**config.mk**
```make
export PLATFORM = sky130hd
export DESIGN_NAME = spi_word_reader
export DESIGN_NICKNAME = d
export VERILOG_FILES = /design/src/rtl/spi_word_reader.sv
export SDC_FILE = /design/constraint.sdc
export NUM_CORES = 1
export LEC_CHECK = 0
export ABC_CLOCK_PERIOD_IN_PS = 5000
export CAP_MARGIN = 20
export CORE_UTILIZATION = 59
export CTS_CLUSTER_DIAMETER = 120
export DETAILED_ROUTE_END_ITERATION = 10
export MAX_ROUTING_LAYER = met4
export PLACE_DENSITY = 0.89
export SLEW_MARGIN = 20
export SYNTH_ARGS = -nofsm -noshare
export SYNTH_HDL_FRONTEND = slang
export SYNTH_SLANG_ARGS = --single-unit
```
**constraint.sdc**
```tcl
create_clock -name clk -period 5 [get_ports clk]
set_input_delay 1 -clock clk [delete_from_list [all_inputs] [get_ports clk]]
set_output_delay 1 -clock clk [all_outputs]
set_load 0.02 [all_outputs]
```
**src/rtl/spi_word_reader.sv**
```systemverilog
`default_nettype none
// ============================================================================
// Module   : spi_word_reader
// Brief    : Read-only SPI master. Free-running SCLK, frames one WORD_BITS
//            read per request on rd, presents the word on d with a level
//            d_ready flag that is released by dropping rd.
// Revision : 1.0 - initial release
// ============================================================================
module spi_word_reader #(
    parameter int SCLK_HALF = 25,   // clk cycles per SCLK half-period, >= 2
    parameter int WORD_BITS = 16    // bits per frame, width of d
) (
    input  logic                 clk,
    input  logic                 rst_l,
    input  logic                 SDO,
    input  logic                 rd,
    output logic                 SCLK,
    output logic                 CS,
    output logic                 d_ready,
    output logic [WORD_BITS-1:0] d
);

    localparam int DIV_W = (SCLK_HALF > 1) ? $clog2(SCLK_HALF) : 1;
    localparam int CNT_W = $clog2(WORD_BITS + 1);

    localparam logic [DIV_W-1:0] DIV_LAST = DIV_W'(SCLK_HALF - 1);
    localparam logic [CNT_W-1:0] BIT_LAST = CNT_W'(WORD_BITS - 1);

    typedef enum logic [1:0] {
        ST_IDLE  = 2'd0,
        ST_SHIFT = 2'd1,
        ST_DONE  = 2'd2,
        ST_GAP   = 2'd3
    } state_t;

    logic [DIV_W-1:0]     div_q;
    logic                 sclk_q;
    state_t               state_q;
    logic                 cs_q;
    logic [WORD_BITS-1:0] shift_q;
    logic [CNT_W-1:0]     bit_q;
    logic                 gap_q;
    logic [WORD_BITS-1:0] d_q;
    logic                 d_ready_q;

    logic w_wrap;
    logic w_rise_evt;
    logic w_fall_evt;

    // Divider wrap marks an SCLK edge; the current SCLK level tells which one.
    assign w_wrap     = (div_q == DIV_LAST);
    assign w_rise_evt = w_wrap & ~sclk_q;
    assign w_fall_evt = w_wrap &  sclk_q;

    // Free-running SCLK divider; runs in every state since the consumer may use SCLK as its clock.
    always_ff @(posedge clk or negedge rst_l) begin
        if (!rst_l) begin
            div_q  <= '0;
            sclk_q <= 1'b0;
        end else if (w_wrap) begin
            div_q  <= '0;
            sclk_q <= ~sclk_q;
        end else begin
            div_q  <= div_q + 1'b1;
        end
    end

    // Frame sequencer: CS moves only on fall events so exactly WORD_BITS rises land inside CS low.
    always_ff @(posedge clk or negedge rst_l) begin
        if (!rst_l) begin
            state_q   <= ST_IDLE;
            cs_q      <= 1'b1;
            shift_q   <= '0;
            bit_q     <= '0;
            gap_q     <= 1'b0;
            d_q       <= '0;
            d_ready_q <= 1'b0;
        end else begin
            // Dropping rd releases the word on the following clk edge.
            if (!rd) begin
                d_ready_q <= 1'b0;
            end

            case (state_q)
                ST_IDLE: begin
                    cs_q <= 1'b1;
                    // A held d_ready blocks new frames, so a steady rd yields one word.
                    if (w_fall_evt && rd && !d_ready_q) begin
                        cs_q    <= 1'b0;
                        bit_q   <= '0;
                        state_q <= ST_SHIFT;
                    end
                end

                ST_SHIFT: begin
                    if (w_rise_evt) begin
                        shift_q <= {shift_q[WORD_BITS-2:0], SDO};
                        bit_q   <= bit_q + 1'b1;
                        if (bit_q == BIT_LAST) begin
                            state_q <= ST_DONE;
                        end
                    end
                end

                ST_DONE: begin
                    if (w_fall_evt) begin
                        cs_q      <= 1'b1;
                        d_q       <= shift_q;
                        // rd already gone means the consumer abandoned this word.
                        d_ready_q <= rd;
                        gap_q     <= 1'b0;
                        state_q   <= ST_GAP;
                    end
                end

                ST_GAP: begin
                    // Two fall events keep CS high for a full SCLK period before re-arming.
                    if (w_fall_evt) begin
                        gap_q <= ~gap_q;
                        if (gap_q) begin
                            state_q <= ST_IDLE;
                        end
                    end
                end

                default: begin
                    state_q <= ST_IDLE;
                    cs_q    <= 1'b1;
                end
            endcase
        end
    end

    assign SCLK    = sclk_q;
    assign CS      = cs_q;
    assign d       = d_q;
    assign d_ready = d_ready_q;

endmodule
`default_nettype wire

```
==> qor.yml <==
synth.area.top_cells: "dfrtp_1, mux2_2, ha_1, o21ai_0, inv_1"
rrSetupSlack_ns: 2.78
cpPeakStageDelay_ns: 0.60
grt_max_degree: 49
drc: 0
cp.depth: 1
numCtsBuffers: 5
synth_top_area_cell: "dfrtp_1"
fmax_ghz: 0.3948
placementRows: 21
routed_wl_mm: 3.615
pwr-share-seq_pct: 60.4
grt_usage_pct: 22.64
yosys_warnings: 0
critical_path_class: "flip-flop to output port"
r2r_cells: 6
clk_pin_slew_ns: 0.14
tightest_slew_ns: 0.7852
drt_iter0_drc: 131
drive_above_1_share_pct: 27.27
antenna-diode-count: 0
syn_area_per_cell_um2: 13.91
io_buffers: 22
startpoint_type: "flip-flop"
drv_slew: 0
ys_types: 36
grt_pass1_vias: 1249
placed_cell_area_um2: 2321
status: "finished clean"
wl_per_cell_um: 16.28
synth_top_area_share_pct: 56.76
synth.most_common_cell: "dfrtp_1"
syn_inst: 149
required_ns: 4.00
layout_worst_path_cycle_share_pct: 50.66
postCtsHoldBufs: 0
total_power_uw: 643.6
synth_ff_type: "dfrtp_1"
clkPwrFrac_pct: 38.0
die_y_um: 61.26
cts_resized: 0
globalplace.congestion: 0.8091
vias: 1279
start_util_pct: 61.61
finalSetupTns_ns: 0
p_comb_share_pct: 1.5
final_nets: 187
antenna_found_initial: 0
cts_max_level: 2
drtAntennaViolNets: 0
crit_chain: "clkdlybuf4s50_1"
path_max_fanout: 3
via_per_inst: 5.761
cts-root-buf: "clkbuf_4"
sw_frac_of_total_pct: 20.62
worst_skew_pair.late_latency_ns: 0.36
grt_pass1_wl_mm: 5.782
die_area_um2: 3753
critPathArrivalTime_ns: 1.53
slowest_stage: "clkdlybuf4s50_1"
grt_overflow_total: 0
setup_viol: 0
leakagePower_uw: 0.001159
layout_min_cycle_time_ns: 2.533
ys_async_sr_fraction_pct: 100.0
cts_sinks: 48
cts.path.max_buffers: 2
area_delta_synth_final_pct: 16.49
synth_edf_count: 0
relSlewSlack_pct: 47.49
cap_violations: 0
p_int_uw: 510.9
synth-seq-area-share_pct: 58.03
final_area_um2: 2414
drt_first_pass_iters: 4
hold_class: "flip-flop to flip-flop"
fillers: 248
path_buf_inv: 1
netSwitchingPower_uw: 132.7
ios: 23
synth.cell_area_um2: 2072
synth-seq-cells: 48
critPathTopFamily: "buffers and inverters"
cts_tree: "built"
placeableCoreArea_um2: 3363
hpwl_mm: 2.557
finClkSkew_ns: 0.008291
ir_worst_vdd_mv: 0.2070
die-width_um: 61.26
synth_top_cells_by_count: "dfrtp_1, mux2_2, inv_1"
whs_path_depth: 1
end_kind: "output port"
power.density_nw_per_um2: 266.7
postCtsSetupBuffers: 0
hold_viol: 0
syn-num-nets: 161
rsz0062_at_grt: "false"
-- power groups by stage --
stage	sequential (uW)	clock (uW)	combinational (uW)
after floorplan	396	0	0.629
after global placement	396	0	9.94
after detailed placement	396	0	10.2
after CTS	389	248	10.3
after global routing	389	265	11.6
final	389	245	9.80
-- per-layer routing --
layer	vias up	GRT usage, %	part of all wire, %
met5	-	-	0
met2	31	38.35	55
li1	581	-	-
met3	9	6.513	4.0
met1	658	25.35	40
met4	0	8.442	1.4
-- cells in the final DEF, fill, tap and decap left out, types with 2 or more instances in the layout --
cell type        netlist  routed
o21ai_0                7       7
mux2i_1                2       2
nor2_1                 5       5
nand3b_1               3       3
clkbuf_4               0       5
nand2_1                2       2
xor2_1                 2       2
nand3_1                2       2
xnor2_1                2       2
inv_1                  9       9
a22o_2                 2       2
ha_1                   8       8
clkdlybuf4s50_1        0      21
mux2_2                32      32
dfrtp_1               47      47
o2bb2ai_1              3       3
nand2b_1               2       2
-- registers in the layout, summed over array words and instances, names as in the netlist --
| register | cells |
|---|---|
| bit_q | 5 |
| SCLK | 1 |
| CS | 1 |
| shift_q | 16 |
| d | 16 |
| state_q | 2 |
| div_q | 5 |
| gap_q | 1 |
| d_ready | 1 |
-- path summary, 6_finish.rpt --
path | startpoint | to
max | CS | CS
min | div_q[0] | div_q[0]
max reg2reg | div_q[0] | bit_q[0]
min reg2reg | div_q[0] | div_q[0]
max in group asynchronous | rst_l | bit_q[0]
min in group asynchronous | rst_l | state_q[0]
-- cell type report --
type	instances	area (um^2)	area share, %
sequential	48	1202	49.82
clock inverter	2	38.79	1.607
clock buffer	6	51.30	2.125
timing repair buffer	22	217.7	9.020
multi-input combinational	89	812.0	33.64
inverter	9	33.78	1.400
tap	46	57.56	2.385
-- metrics by stage --
step	hold slack [ns]	worst slack [ns]	utilization, %	instances
after detailed placement	0.4844	2.605	69.01	214
after global placement	0.4728	2.672	69.01	214
after global routing	0.5304	2.383	71.76	222
final	0.4992	2.467	71.76	222
after CTS	0.5081	2.454	71.69	222
after floorplan	0.4540	3.162	-	149
-- kinds of logic after synthesis --
group,Yosys count,synth area share (%)
flops,48,58.03
mux,35,19.08
simple gates,24,7.308
compound gates,18,6.281
buf+inv,12,2.778
fa+ha+maj,8,4.831
xor+xnor,4,1.691
Note: power is estimated with default switching activity, not from simulation.
